File: config.mk
export PLATFORM = sky130hd
export DESIGN_NAME = dbg_bus_master
export DESIGN_NICKNAME = d
export VERILOG_FILES = /design/src/rtl/dbg_bus_pkg.sv /design/src/rtl/dbg_bus_master.sv
export SDC_FILE = /design/constraint.sdc
export NUM_CORES = 1
export LEC_CHECK = 0
export BUFFER_PORTS_ARGS = -buffer_cell sky130_fd_sc_hd__buf_2
export CAP_MARGIN = 20
export CORE_MARGIN = 2
export CORE_UTILIZATION = 57
export DETAILED_ROUTE_END_ITERATION = 16
export PLACE_DENSITY_LB_ADDON = 0.08
export RECOVER_POWER = 25
export SLEW_MARGIN = 20
export SYNTH_ARGS = -nofsm -noshare
export SYNTH_HDL_FRONTEND = slang
export SYNTH_SLANG_ARGS = --single-unit
File: constraint.sdc
create_clock -name clk -period 5.54 [get_ports clk]
set_input_delay 0.831 -clock clk [delete_from_list [all_inputs] [get_ports clk]]
set_output_delay 0.831 -clock clk [all_outputs]
set_load 0.03 [all_outputs]
File: src/rtl/dbg_bus_pkg.sv
// Shared command/response codes and FSM state type for the debug bus master.
package dbg_bus_pkg;

   localparam logic [7:0] CMD_WR  = 8'h57;
   localparam logic [7:0] CMD_RD  = 8'h52;
   localparam logic [7:0] RSP_ACK = 8'h4B;
   localparam logic [7:0] RSP_ERR = 8'h45;

   typedef enum logic [2:0] {
      ST_IDLE = 3'd0,
      ST_ADDR = 3'd1,
      ST_DLO  = 3'd2,
      ST_DHI  = 3'd3,
      ST_BUS  = 3'd4,
      ST_RSP0 = 3'd5,
      ST_RSP1 = 3'd6
   } state_t;

endpackage

File: src/rtl/dbg_bus_master.sv
// Byte-stream command master for the debug register bus; one strobe per frame, strobe rises the cycle after the last frame byte.
// rx stalls outside the parse states; tx_data is held until the sink accepts it; strobe aborts after TIMEOUT+1 cycles.
module dbg_bus_master
   import dbg_bus_pkg::*;
#(
   parameter int TIMEOUT = 1023,
   parameter int TO_W    = 10
) (
   input  logic        clk,
   input  logic        rst_n,
   input  logic [7:0]  rx_data,
   input  logic        rx_valid,
   output logic        rx_ready,
   output logic [7:0]  tx_data,
   output logic        tx_valid,
   input  logic        tx_ready,
   output logic [7:0]  dbg_a,
   output logic [15:0] dbg_di,
   output logic        dbg_we,
   output logic        dbg_rd,
   input  logic [15:0] dbg_do,
   input  logic        dbg_ready
);

   state_t          state;
   logic            is_rd;
   logic            err;
   logic [7:0]      rd_hi;
   logic [TO_W-1:0] to_cnt;
   logic            rx_hs;
   logic            tx_hs;

   assign rx_ready = (state == ST_IDLE) || (state == ST_ADDR) ||
                     (state == ST_DLO)  || (state == ST_DHI);
   assign rx_hs    = rx_valid & rx_ready;
   assign tx_hs    = tx_valid & tx_ready;

   always_ff @(posedge clk or negedge rst_n) begin
      if (!rst_n) begin
         state    <= ST_IDLE;
         is_rd    <= 1'b0;
         err      <= 1'b0;
         rd_hi    <= 8'h00;
         to_cnt   <= '0;
         dbg_a    <= 8'h00;
         dbg_di   <= 16'h0000;
         dbg_we   <= 1'b0;
         dbg_rd   <= 1'b0;
         tx_data  <= 8'h00;
         tx_valid <= 1'b0;
      end else begin
         case (state)
            ST_IDLE: begin
               // Unknown bytes are swallowed silently so the host can resync.
               if (rx_hs && (rx_data == CMD_WR || rx_data == CMD_RD)) begin
                  is_rd <= (rx_data == CMD_RD);
                  err   <= 1'b0;
                  state <= ST_ADDR;
               end
            end
            ST_ADDR: begin
               if (rx_hs) begin
                  dbg_a <= rx_data;
                  if (is_rd) begin
                     dbg_rd <= 1'b1;
                     to_cnt <= '0;
                     state  <= ST_BUS;
                  end else begin
                     state <= ST_DLO;
                  end
               end
            end
            ST_DLO: begin
               if (rx_hs) begin
                  dbg_di[7:0] <= rx_data;
                  state       <= ST_DHI;
               end
            end
            ST_DHI: begin
               if (rx_hs) begin
                  dbg_di[15:8] <= rx_data;
                  dbg_we       <= 1'b1;
                  to_cnt       <= '0;
                  state        <= ST_BUS;
               end
            end
            ST_BUS: begin
               // Ready wins over timeout when both land in the same cycle.
               if (dbg_ready) begin
                  dbg_we   <= 1'b0;
                  dbg_rd   <= 1'b0;
                  tx_valid <= 1'b1;
                  if (is_rd) begin
                     tx_data <= dbg_do[7:0];
                     rd_hi   <= dbg_do[15:8];
                  end else begin
                     tx_data <= RSP_ACK;
                  end
                  state <= ST_RSP0;
               end else if (to_cnt == TO_W'(TIMEOUT)) begin
                  dbg_we   <= 1'b0;
                  dbg_rd   <= 1'b0;
                  err      <= 1'b1;
                  tx_valid <= 1'b1;
                  tx_data  <= RSP_ERR;
                  state    <= ST_RSP0;
               end else if (to_cnt != '1) begin
                  to_cnt <= to_cnt + 1'b1;
               end
            end
            ST_RSP0: begin
               if (tx_hs) begin
                  if (is_rd && !err) begin
                     tx_data <= rd_hi;
                     state   <= ST_RSP1;
                  end else begin
                     tx_valid <= 1'b0;
                     state    <= ST_IDLE;
                  end
               end
            end
            ST_RSP1: begin
               if (tx_hs) begin
                  tx_valid <= 1'b0;
                  state    <= ST_IDLE;
               end
            end
            default: state <= ST_IDLE;
         endcase
      end
   end

endmodule

==> impl_metrics.toml, run 1 <==
[status]
status = "finished, violations left"
violations = "max-capacitance violations, max-slew violations"

[placed_design]
dp_hpwl_um = 3820
numPortBuffers = 64
gp_congestion = 0.871
placed_area_um2 = 3110
pre_cts_slack_ns = 3.08

[power_and_ir_drop]
p_leak_nw = 1.52
seqPwrFrac_pct = 38.0
p_sw_mw = 0.729
power_density_nw_per_um2 = 542
p_total_mw = 1.79
power_frac_comb_pct = 39.6
clkPwrFrac_pct = 22.4
vdd_drop_max_mv = 0.367
p_int_mw = 1.06
swShare_pct = 40.7

[finish]
drive_gt1_share_pct = 40.6
nNetsFinal = 338
area_delta_synth_final_pct = 20.1
antennaDiodeCount = 0
final_area_um2 = 3310

[synth]
synth_seq_cells = 58
syn_inst = 242
synth_fp_nets = 272
synthXorXnorAreaFrac_pct = 0.318
yosysMostFrequentCell = "dfrtp_1"
synth_top_family_by_area = "multiplexers"
yosysWarnings = 0
async_flop_share_pct = 100
synth_top_area_share_pct = 52.7
synthMuxAreaShare_pct = 17.4
yosys.area_share.adder_pct = 0.454
synth_edf_count = 0
synth_flop_cell = "dfrtp_1"
ys_seq_area_share_pct = 52.7
yosysTopAreaCell = "dfrtp_1"
synthTopCellsByCount = "58 x dfrtp_1, 39 x mux2_2, 20 x nand2_1"
synth_area_um2 = 2750
synthSimpleGateAreaFrac_pct = 15.8
avgSynthCellArea_um2 = 11.4
synthTopCellsByArea = "dfrtp_1 53%, mux2_2 16%, nand2_1 2.7%, o21ai_0 2.7%, a21oi_1 1.8%"
synth_compound_area_share_pct = 10.9
ys_types = 45

[worst_setup_path]
critPathTopFamily = "buffers and inverters"
crit_fanout = 58
crit_buf_inv = 2
crit_path_start_kind = "input pin"
cpMaxStageDelayCell = "clkbuf_1"
arrival_ns = 3.09
worstPathRequired_ns = 5.32
critical_path_class = "input pin to async pin"
end_kind = "async pin"
slowest_delay_ns = 2.13
worstPathCellList = "buf_2 > clkbuf_1"

[timing]
fin_setup_tns_ns = 0
setup_violations = 0
finalCriticalPeriod_ns = 3.31
rsz0062_at_grt = "no"
relSlewSlack_pct = -103
whs_ns = 0.487
finalWorstSetupSlack_ns = 2.23
clock-skew-final_ns = 0.00446
period_share_pct = 59.8
hold_violations = 0
tightest_slew_ns = 3.05
max_freq_mhz = 302
drv_slew = 59

[floorplanning]
coreArea_um2 = 4690
ios = 65
die_h_um = 73.5
dieArea_um2 = 5400
die_w_um = 73.5
row_count = 25
start_util_pct = 58.7

[clock_tree]
clock-sinks = 58
ctsHoldBuffers = 0
clock_path_buffers = 2
cts_resized = 0
clock_latency_ns = 0.34
cts_root_buffer = "clkbuf_8"
cts_tree = "built"
clkTransAtPathRegs_ns = 0.07
cts_setup_buffers = 0
cts_buffers = 9
htree_num_levels = 3

[global_route]
antenna_found_initial = 0
grt_pass1_wl_um = 9270
grt_pass1_vias = 1932
grt_use_total_pct = 22.8
gr-total-overflow = 0
grt_start_max_net_pins = 59

[routing]
drt_iter0_drc = 147
via_per_inst = 5.81
drt.antenna.violating_nets = 0
first_pass_iters = 4
routed_wl_um = 5710
drt-wirelength-per-cell_um = 15.6
drc = 0
via_count = 2131

[flow_run]
drv_cap = 1

[hold_path]
hold_class = "flop to flop"
final cells by class:
cell class	instances	area (um2)
Clock buffer	11	151
Clock inverter	5	52.6
Fill cell	354	1380
Inverter	7	26.3
Multi-Input combinational cell	167	1230
Sequential cell	58	1450
Tap cell	54	67.6
Timing Repair Buffer	65	324
sequential cells by signal, indices dropped and copies added (netlist names):
signal    flops
dbg_a         8
dbg_di       16
dbg_rd        1
dbg_we        1
err           1
is_rd         1
rd_hi         8
state         3
to_cnt       10
tx_data       8
tx_valid      1
cell usage in the layout (no fill, tap or decap), types with 2 or more instances in the layout:
cell and count:
nand2b_1 5, a21oi_1 10, o21ai_0 15, or4_1 4, nor2b_1 4, nor3b_1 2, clkinv_2 3, mux2_2 39
dfrtp_1 58, mux2i_1 3, a22o_1 4, nor4_2 2, nor2_1 12, nand3_1 8, buf_2 64, o31ai_1 5
nor3_1 4, inv_1 7, clkbuf_8 11, nand4_1 3, a211o_1 3, nand2_1 20
through the flow:
stage / util [%] / std cells
floorplan: - / 242
global placement: 66.2 / 351
detailed placement: 66.2 / 351
CTS: 70.6 / 367
global route: 70.5 / 367
finish: 70.5 / 367
cell families after synthesis:
kind of cell	count (synthesis)
multiplexers	43
AND/OR/NAND/NOR	77
adder cells (fa/ha/maj)	1
flip-flops	58
buffers and inverters	17
XOR/XNOR	1
AO/OA/AOI/OAI	45
worst paths after layout:
kind / start / end / slack, ns / cells after the start
max in group clk: state[0]$_DFFE_PN0P_ / to_cnt[5]$_DFFE_PN0P_ / 3.08 / 4
hold / removal: tx_data[6]$_DFFE_PN0P_ / tx_data[6]$_DFFE_PN0P_ / 0.49 / 1
hold reg to reg: tx_data[6]$_DFFE_PN0P_ / tx_data[6]$_DFFE_PN0P_ / 0.49 / 1
setup / recovery: rst_n / rd_hi[5]$_DFFE_PN0P_ / 2.23 / 2
setup reg to reg: state[0]$_DFFE_PN0P_ / to_cnt[5]$_DFFE_PN0P_ / 3.08 / 4
min in group asynchronous: rst_n / to_cnt[2]$_DFFE_PN0P_ / 1.57 / 2
power by group through the flow:
stage               clock, mW  combinational, mW  sequential (mW)
floorplan                   0              0.322            0.876
global placement            0              0.706            0.676
detailed placement          0              0.714            0.685
CTS                     0.407              0.716            0.679
global route            0.427              0.766            0.702
finish                  0.402              0.709            0.682
metal layers:
layer | share of wire [%] | vias to the layer above | track usage (%)
met2 | 45 | 70 | 32.7
met4 | 1.7 | 0 | 8.69
met1 | 46 | 1035 | 32.1
met5 | 0 | - | 0
met3 | 6.9 | 10 | 7.82
li1 | - | 1016 | -
Power figures use the tool's default switching activity.
==> inputs of run 2 (changes only) <==
- CORE_UTILIZATION: 57 -> 53
- clock period: 5.54 -> 3.15 ns (I/O delays scaled with it)
==> run 2 against run 1 <==
Against the previous run:
- the run now ends clean
- hold slack got worse by 0.11 ns
- routed wire length fell by 2.5%
- register-to-register slack got worse by 2.2 ns
- first-iteration DRC count fell by 46%
- via count fell by 1.1%
- non-clock buffer count rose by 1
- count of clock-buffer cells in the layout rose by 1
- die area rose by 7.1%
- sequential power rose by 76%
- largest cell class unchanged
- highest routed layer unchanged
==> impl_metrics.toml, run 2 (synthesis gave the netlist of run 1 again) <==
[worst_setup_path]
critical_path_class = "flop to flop"
worstPathRequired_ns = 3.39
crit-reg2reg-launch = "state[0]$_DFFE_PN0P_"
crit_fanout = 16
ff2ff_setup_slack_ns = 0.89
r2r_end = "to_cnt[3]$_DFFE_PN0P_"
arrival_ns = 2.49
rr_worst_depth = 4
crit_path_start_kind = "flop"
end_kind = "flop"

[finish]
antennaDiodeCount = 0
fillCellCount = 425
area_delta_synth_final_pct = 21.9
largestRegisters = "dbg_di x16, to_cnt x10"
seqCellArea_um2 = 1450
final_area_um2 = 3360
multi_input_area_um2 = 1230
largest_reg_flops = 16
final_cell_mix = "64 x buf_2, 58 x dfrtp_1, 39 x mux2_2"
drive_gt1_share_pct = 40.7
fin_util_pct = 66.2
nNetsFinal = 339
mostFrequentLayoutCell = "buf_2"
largest-register = "dbg_di"

[hold_path]
min_path_cells = 2
hold_class = "input pin to flop"
hold_end = "rd_hi[3]$_DFFE_PN0P_"
hp-start = "dbg_do[11]"

[clock_tree]
cts_buffers = 9
cts_setup_buffers = 0
cts_resized = 0
clock_latency_ns = 0.33
clkTransAtPathRegs_ns = 0.06
clock_path_buffers = 2
ctsHoldBuffers = 0
clock-sinks = 58
cts_tree = "built"
htree_num_levels = 3
cts_root_buffer = "clkbuf_8"

[flow_run]
drv_cap = 0

[floorplanning]
die_h_um = 76.1
row_count = 26
die_w_um = 76.1
coreArea_um2 = 5070
start_util_pct = 54.3
dieArea_um2 = 5790
ios = 65

[power_and_ir_drop]
p_leak_nw = 1.54
vdd_drop_max_mv = 0.527
power_density_nw_per_um2 = 956

[global_route]
antenna_found_initial = 0
grt_pass1_wl_um = 9470
gr-total-overflow = 0
grt_use_total_pct = 20.7
grt_start_max_net_pins = 59
grt_pass1_vias = 2052

[timing]
period_share_pct = 71.6
relSlewSlack_pct = 7.56
whs_ns = 0.374
setup_violations = 0
finalCriticalPeriod_ns = 2.26
tightest_slew_ns = 1.39
rsz0062_at_grt = "no"
max_freq_mhz = 443
clock-skew-final_ns = 0.00295
hold_violations = 0
fin_setup_tns_ns = 0
drv_slew = 0
finalWorstSetupSlack_ns = 0.894

[status]
status = "finished clean"

[placed_design]
dp_hpwl_um = 3860
placed_area_um2 = 3150
numPortBuffers = 64
gp_congestion = 0.911
pre_cts_slack_ns = 1.01

[routing]
routed_wl_um = 5570
drt-wirelength-per-cell_um = 14.6
drc = 0
via_per_inst = 5.52
via_count = 2107
drt_iter0_drc = 80
first_pass_iters = 4
drt.antenna.violating_nets = 0
[run 2: cell count changes in the layout (fill, tap and decap cells not counted), sizes merged]
cell,change
buf,+1
bufinv,+1
clkbuf,+1
clkinv,-3
clkinvlp,-1
[run 2: area by class of cell]
type / instances / area share [%]
well taps: 70 / 2.61
clock inverters: 2 / 1.79
repair buffers: 66 / 9.91
flip-flops and latches: 58 / 43.2
multi-input cells: 167 / 36.8
clock buffers: 12 / 4.92
inverters: 7 / 0.782
[run 2: per-layer routing]
| metal | track usage, % | routed length [um] | vias to the layer above |
|---|---|---|---|
| met5 | 0 | 0 | - |
| met4 | 8.18 | 60 | 0 |
| met3 | 6.16 | 340 | 7 |
| met2 | 32.9 | 2650 | 65 |
| met1 | 26.8 | 2520 | 1017 |
| li1 | - | - | 1018 |
[run 2: worst max path at each step]
stage	endpoint	from	cells after the start	slack (ns)
floorplan	to_cnt[9]$_DFFE_PN0P_	state[0]$_DFFE_PN0P_	6	1.31
global placement	to_cnt[3]$_DFFE_PN0P_	state[0]$_DFFE_PN0P_	4	1.04
detailed placement	to_cnt[3]$_DFFE_PN0P_	state[0]$_DFFE_PN0P_	4	1.01
CTS	to_cnt[3]$_DFFE_PN0P_	state[0]$_DFFE_PN0P_	4	0.90
global route	to_cnt[3]$_DFFE_PN0P_	state[2]$_DFFE_PN0P_	4	0.84
finish	to_cnt[3]$_DFFE_PN0P_	state[0]$_DFFE_PN0P_	4	0.89
[run 2: power breakdown]
part | switching (mW) | internal [mW]
combinational | 0.779 | 0.465
sequential | 0.194 | 1.00
clock | 0.269 | 0.501
[run 2: critical path: stages, from the launching register on]
cell     delay, ns
dfrtp_1       0.52
or3b_1        0.58
o22a_4        0.35
or4_1         0.51
a21oi_1       0.21
[run 2: per-stage QoR]
step           total power, mW  instances
3_3_place_gp              2.44        368
4_1_cts                   3.25        382
5_1_grt                   3.40        382
6_report                  3.21        382
2_1_floorplan             2.11        242
3_5_place_dp              2.46        368
